[config.mk]
export PLATFORM = sky130hd
export DESIGN_NAME = project_register_bus_controller
export DESIGN_NICKNAME = d
export VERILOG_FILES = /design/src/rtl/project_pwm_pkg.sv /design/src/rtl/project_input_synchronizer.sv /design/src/rtl/project_register_bus_controller.sv
export SDC_FILE = /design/constraint.sdc
export NUM_CORES = 1
export LEC_CHECK = 0
export ABC_CLOCK_PERIOD_IN_PS = 1900
export CAP_MARGIN = 0
export CORE_MARGIN = 1
export CORE_UTILIZATION = 35
export CTS_CLUSTER_SIZE = 28
export DETAILED_ROUTE_END_ITERATION = 16
export GPL_TIMING_DRIVEN = 0
export MAX_ROUTING_LAYER = met4
export SETUP_SLACK_MARGIN = 0.2
export SLEW_MARGIN = 20
export SYNTH_ARGS = -nofsm -noshare
export SYNTH_HDL_FRONTEND = slang
export SYNTH_SLANG_ARGS = --single-unit
[constraint.sdc]
create_clock -name i_clk -period 1.9 [get_ports i_clk]
set_input_delay 0.19 -clock i_clk [delete_from_list [all_inputs] [get_ports i_clk]]
set_output_delay 0.19 -clock i_clk [all_outputs]
set_load 0.01 [all_outputs]
[src/rtl/project_pwm_pkg.sv]
// Shared encodings and defaults for the PWM register-file host front end.
package project_pwm_pkg;

  typedef enum logic [2:0] {
    ST_IDLE    = 3'd0,
    ST_CMD     = 3'd1,
    ST_WRITE   = 3'd2,
    ST_READ    = 3'd3,
    ST_DISCARD = 3'd4
  } ctrl_state_e;

  localparam int CMD_READ_BIT          = 7;
  localparam int CMD_AINC_BIT          = 6;
  localparam int CMD_ADDR_W            = 6;
  localparam int ADDRESS_WIDTH_DEFAULT = 6;
  localparam int MAX_ADDRESS_DEFAULT   = 48;

endpackage

[src/rtl/project_input_synchronizer.sv]
// Two-flop synchroniser for an asynchronous pin, plus a registered rising-edge flag
// (edge flag asserts three clocks after the pin rises).
module project_input_synchronizer (
  input  logic i_clk,
  input  logic i_reset,
  input  logic i_async,
  output logic o_level,
  output logic o_rise
);

  logic sync1_q, sync1_d;
  logic sync2_q, sync2_d;
  logic prev_q, prev_d;
  logic rise_q, rise_d;

  always_comb begin
    sync1_d = i_async;
    sync2_d = sync1_q;
    prev_d  = sync2_q;
    rise_d  = sync2_q & ~prev_q;
  end

  always_ff @(posedge i_clk or posedge i_reset) begin
    if (i_reset) begin
      sync1_q <= 1'b0;
      sync2_q <= 1'b0;
      prev_q  <= 1'b0;
      rise_q  <= 1'b0;
    end else begin
      sync1_q <= sync1_d;
      sync2_q <= sync2_d;
      prev_q  <= prev_d;
      rise_q  <= rise_d;
    end
  end

  assign o_level = sync2_q;
  assign o_rise  = rise_q;

endmodule

[src/rtl/project_register_bus_controller.sv]
// Byte-serial host front end and sole master of the PWM register file.
// Define REGFILE_CTRL_READBACK_EN to enable the read-back path; otherwise read commands are illegal.
//
// state    | meaning
// IDLE     | no frame selected
// CMD      | frame open, waiting for the command byte
// WRITE    | each byte strobe writes the register at the pointer
// READ     | each byte strobe presents the next read-back byte
// DISCARD  | illegal command, ignore strobes until frame end
module project_register_bus_controller
  import project_pwm_pkg::*;
#(
  parameter int ADDRESS_WIDTH = ADDRESS_WIDTH_DEFAULT,
  parameter int MAX_ADDRESS   = MAX_ADDRESS_DEFAULT
) (
  input  logic                     i_clk,
  input  logic                     i_reset,
  input  logic                     i_cs_n,
  input  logic                     i_strobe,
  input  logic [7:0]               i_host_data,
  output logic [7:0]               o_host_data,
  output logic                     o_host_valid,
  output logic                     o_error,
  output logic                     o_frame_active,
  output logic                     o_rf_write_en,
  output logic [ADDRESS_WIDTH-1:0] o_rf_address,
  output logic [7:0]               o_rf_data,
  input  logic [7:0]               i_rf_data
);

`ifdef REGFILE_CTRL_READBACK_EN
  localparam logic READ_OK = 1'b1;
`else
  localparam logic READ_OK = 1'b0;
`endif

  logic cs_active, cs_start, stb_edge, stb_level;

  // cs_n is inverted ahead of the synchroniser so the cleared reset value means "not selected"
  project_input_synchronizer u_sync_cs (
    .i_clk   (i_clk),
    .i_reset (i_reset),
    .i_async (~i_cs_n),
    .o_level (cs_active),
    .o_rise  (cs_start)
  );

  project_input_synchronizer u_sync_strobe (
    .i_clk   (i_clk),
    .i_reset (i_reset),
    .i_async (i_strobe),
    .o_level (stb_level),
    .o_rise  (stb_edge)
  );

  ctrl_state_e              state_q, state_d;
  logic [ADDRESS_WIDTH-1:0] addr_q, addr_d;
  logic                     ainc_q, ainc_d;
  logic [7:0]               rf_data_q, rf_data_d;
  logic                     we_q, we_d;
  logic                     error_q, error_d;
  logic                     rd_pend_q, rd_pend_d;
  logic [CMD_ADDR_W-1:0]    cmd_addr;
  logic                     cmd_illegal;

  function automatic logic [ADDRESS_WIDTH-1:0] next_addr(input logic [ADDRESS_WIDTH-1:0] a);
    if (int'(a) >= MAX_ADDRESS) return '0;
    return a + ADDRESS_WIDTH'(1);
  endfunction

  assign cmd_addr    = i_host_data[CMD_ADDR_W-1:0];
  assign cmd_illegal = (int'(cmd_addr) > MAX_ADDRESS) || (i_host_data[CMD_READ_BIT] && !READ_OK);

  always_comb begin
    state_d   = state_q;
    addr_d    = addr_q;
    ainc_d    = ainc_q;
    rf_data_d = rf_data_q;
    we_d      = 1'b0;
    error_d   = error_q;
    rd_pend_d = 1'b0;
    // the pointer moves only after the write pulse so the strobe sees a stable address
    if (we_q && ainc_q) addr_d = next_addr(addr_q);
    if (!cs_active) begin
      state_d = ST_IDLE;
    end else begin
      case (state_q)
        ST_IDLE: begin
          if (cs_start) begin
            state_d = ST_CMD;
            error_d = 1'b0;
          end
        end
        ST_CMD: begin
          if (stb_edge) begin
            if (cmd_illegal) begin
              state_d = ST_DISCARD;
              error_d = 1'b1;
            end else begin
              addr_d = ADDRESS_WIDTH'(cmd_addr);
              ainc_d = i_host_data[CMD_AINC_BIT];
              if (i_host_data[CMD_READ_BIT]) begin
                state_d   = ST_READ;
                rd_pend_d = 1'b1;
              end else begin
                state_d = ST_WRITE;
              end
            end
          end
        end
        ST_WRITE: begin
          if (stb_edge) begin
            rf_data_d = i_host_data;
            we_d      = 1'b1;
          end
        end
        ST_READ: begin
          if (stb_edge) begin
            if (ainc_q) addr_d = next_addr(addr_q);
            rd_pend_d = 1'b1;
          end
        end
        ST_DISCARD: ;
        default: state_d = ST_IDLE;
      endcase
    end
  end

  always_ff @(posedge i_clk or posedge i_reset) begin
    if (i_reset) begin
      state_q   <= ST_IDLE;
      addr_q    <= '0;
      ainc_q    <= 1'b0;
      rf_data_q <= 8'h00;
      we_q      <= 1'b0;
      error_q   <= 1'b0;
      rd_pend_q <= 1'b0;
    end else begin
      state_q   <= state_d;
      addr_q    <= addr_d;
      ainc_q    <= ainc_d;
      rf_data_q <= rf_data_d;
      we_q      <= we_d;
      error_q   <= error_d;
      rd_pend_q <= rd_pend_d;
    end
  end

`ifdef REGFILE_CTRL_READBACK_EN
  logic [7:0] host_data_q, host_data_d;
  logic       host_valid_q, host_valid_d;
  logic       unused_stb_level;

  assign unused_stb_level = stb_level;

  always_comb begin
    host_data_d  = host_data_q;
    host_valid_d = rd_pend_q;
    if (rd_pend_q) host_data_d = i_rf_data;
  end

  always_ff @(posedge i_clk or posedge i_reset) begin
    if (i_reset) begin
      host_data_q  <= 8'h00;
      host_valid_q <= 1'b0;
    end else begin
      host_data_q  <= host_data_d;
      host_valid_q <= host_valid_d;
    end
  end

  assign o_host_data  = host_data_q;
  assign o_host_valid = host_valid_q;
`else
  logic unused_rd;
  assign unused_rd    = ^{i_rf_data, rd_pend_q, stb_level};
  assign o_host_data  = 8'h00;
  assign o_host_valid = 1'b0;
`endif

  assign o_error        = error_q;
  assign o_frame_active = (state_q != ST_IDLE) && cs_active;
  assign o_rf_write_en  = we_q;
  assign o_rf_address   = addr_q;
  assign o_rf_data      = rf_data_q;

endmodule

==> metrics.md <==
| Metric | Value |
|---|---|
| Final worst setup slack | `0.2811 ns` |
| Die width | `between 60 and 70 µm` |
| Synthesis Warnings | `0` |
| Top Family by Delay on Critical Path | `compound AO/OA/AOI/OAI gates` |
| Critical path data required time | `2.07 ns` |
| Worst Setup SP | `i_host_data[1]` |
| Die footprint | `roughly 4700 µm²` |
| Die Ht | `68.29 µm` |
| Drt wl/cell | `14.73 µm` |
| CTS tree | `done` |
| Largest net degree at the start of global routing | `29` |
| CTS Buffer Depth | `2` |
| DP HPWL | `approximately 2600 µm` |
| Final Setup Violations | `0` |
| Max frequency | `about 0.6 GHz` |
| Startpoint Class | `input pin` |
| Crit path max fanout | `5` |
| Tcrit/Tclk final | `0.8520` |
| Design Area, Final | `2047 µm²` |
| Via count | `~1300` |
| Main synth FF type | `dfrtp_1` |
| Tot GR Track Use | `0.1821` |
| WL final | `3623 µm` |
| Vias in the first global route | `1301` |
| Slew Viols, Final | `0` |
| P_leak | `just under 0.9 nW` |
| Number of diodes | `0` |
| Clock Skews | `between 0.008 and 0.009 ns` |
| CORE AREA | `about 4100 µm²` |
| Final std cells w/o fill | `approximately 250` |
| Sequential share of the synthesized area | `0.4557` |
| #FFs+latches synth | `28` |
| Placed cell areas | `1911 µm²` |
| Initial antenna violation count | `0` |
| Layout cells sized above 1 | `0.2245` |
| Slowest-stage cell, CP | `or4_4` |
| Top Usage Layer GRT | `met2` |
| RSZ-0062 raised after global routing | `true` |
| RR Startpoint | `state_q[1]` |
| DRT Pass-1 Iters | `4` |
| Met1 GRT Util | `0.2403` |
| I/O pins | `between 40 and 50` |
| Tmin final | `1.619 ns` |
| Initial Utilization | `0.3737` |
| Final Power | `around 1.4 mW` |
| Hold WC Path Type | `in2async` |
| GR Layer Usage met3 | `0.02667` |
| VDD IR-drop max | `roughly 370 µV` |
| Number of library cell types mapped by synthesis | `43` |
| Synth Instances | `about 150` |
| Number of synthesized flops with an enable pin | `0` |
| Status | `finished, final reports clean` |
| DRT antenna net count | `0` |
| Final nets | `between 200 and 250` |
| Slew @ Worst Pin | `~0.57 ns` |
| Relative slew slack | `0.6197` |
| Worst Setup End Kind | `flop` |
| Fin. Hold Viols | `0` |
| Arrival time of the worst setup path | `between 1.5 and 2 ns` |
| Cell total after placement | `~240` |
| Hold WS | `roughly 0.29 ns` |
| CTS Root Cell | `clkbuf_8` |
| Clk_lat worst skew | `roughly 0.27 ns` |
| # port buffers | `28` |
| Leading cell type in the layout, fill and taps excluded | `dfrtp_1` |
| First-pass GRT wire length | `between 6000 and 7000 µm` |
| Maxcap violations | `0` |
| 1st-iter DRT viols | `44` |
| Ys async rst share | `1.000` |
| Num Clock Sinks | `28` |
| Routability congestion estimate | `between 0.9 and 1` |
| Met2 usage | `0.2806` |
| Setup WS pre-CTS | `-0.2856 ns` |
| Avg Inst Size Synth | `between 10 and 15 µm²` |
| CP bufs+invs | `1` |
| TritonCTS Buffers | `3` |
| Max H-tree Level | `1` |
| Crit path kind | `in2reg` |
| Number of cell rows | `23` |
| Area grow syn2layout | `33.12%` |
| Pwr Density | `~680 nW/µm²` |
| Vias per cell | `~5.3` |
| CTS clk-pin slew, worst paths | `about 0.10 ns` |
| Critical path, cell by cell | `dlygate4sd2_1, or4_4, a31o_4, a21oi_1, nor2_1, a311o_1` |
| Max incr delay on CP | `0.57 ns` |
| Global route overflow | `0` |
| Residual DRC count | `0` |
| Synth Cell Area | `1538 µm²` |
| Most frequent cells in the layout | `dfrtp_1 (25), clkdlybuf4s50_1 (23), buf_4 (14)` |
Yosys cell counts (2+ instances only):
cell type  instances  share of area
o21a_1             2         0.0098
and2_1             2         0.0081
nand2_1           11          0.027
dfrtp_1           28           0.46
nand3b_1           2         0.0098
nand3_1            6          0.020
nand4_1            2         0.0081
o21ai_0            6          0.020
a31oi_1            2         0.0081
clkbuf_1           4         0.0098
nor3_1             4          0.013
a22oi_1            5          0.024
nand2b_1           2         0.0081
a21oi_1            7          0.023
nor2_1            11          0.027
inv_1              4         0.0098
a21o_1             2         0.0098
nor2b_1            4          0.016
a211oi_1           2         0.0098
o221ai_1           2          0.011
mux2_2             9          0.066
buf_4              9          0.044
mux2i_1            5          0.033
sequential cells by signal (all words and copies together), names as in the netlist:
signal and cells:
u_sync_strobe.sync1_q 1, u_sync_cs.o_rise 1, o_error 1, ainc_q 1, u_sync_cs.o_level 1, o_rf_write_en 1
state_q 3, u_sync_cs.prev_q 1, u_sync_strobe.prev_q 1, u_sync_cs.sync1_q 1, u_sync_strobe.o_rise 1, o_rf_address 6
o_rf_data 8, u_sync_strobe.o_level 1
kinds of logic after synthesis:
kind of cell | share of synthesized area
AO/OA/AOI/OAI | 0.1880
adder cells (fa/ha/maj) | 0.008135
buffers and inverters | 0.06915
flip-flops | 0.4557
multiplexers | 0.09846
other | 0.002439
AND/OR/NAND/NOR | 0.1782
through the flow:
step	setup TNS, ns	utilization
6_report	0	0.4974
5_1_grt	0	0.4974
4_1_cts	0	0.4913
3_5_place_dp	-1.415	0.4643
3_3_place_gp	-1.406	0.4643
2_1_floorplan	0	-
final cells by class:
class | instances | area [µm²]
clock inverter | 1 | 30.03
buffer | 14 | 103.9
sequential | 28 | 704.4
tap | 50 | 62.56
timing repair buffer | 33 | 311.5
multi-input combinational | 112 | 774.5
clock buffer | 3 | 41.29
inverter | 5 | 18.77
fill | 399 | 2068
report_power, final:
part | internal, mW | switching (mW)
Sequential | 0.638 | 0.0359
Clock | 0.282 | 0.188
Combinational | 0.133 | 0.106
timing repair:
action | in CTS | in global routing
setup endpoints to repair | 16 | 7
hold endpoints to repair | 0 | 0
hold buffers | 0 | 0
pin swaps | 4 | 2
setup buffers | 3 | 2
resized for setup | 13 | 9
worst paths after layout:
path,slack [ns],endpoint,depth (start not counted)
min in group i_clk,0.32,o_rf_data[1],2
setup reg to reg,0.28,o_rf_data[7],5
hold / removal,0.29,o_rf_data[4],2
max in group asynchronous,1.20,state_q[2],2
hold reg to reg,0.36,u_sync_strobe.o_level,0
setup / recovery,0.28,o_rf_address[2],6
layer usage:
| layer | vias up | wire, µm |
|---|---|---|
| met1 | 617 | 1688 |
| met2 | 51 | 1717 |
| met5 | - | 0 |
| li1 | 624 | - |
| met4 | 0 | 48 |
| met3 | 6 | 169 |
Note: power is estimated with default switching activity, not from simulation.
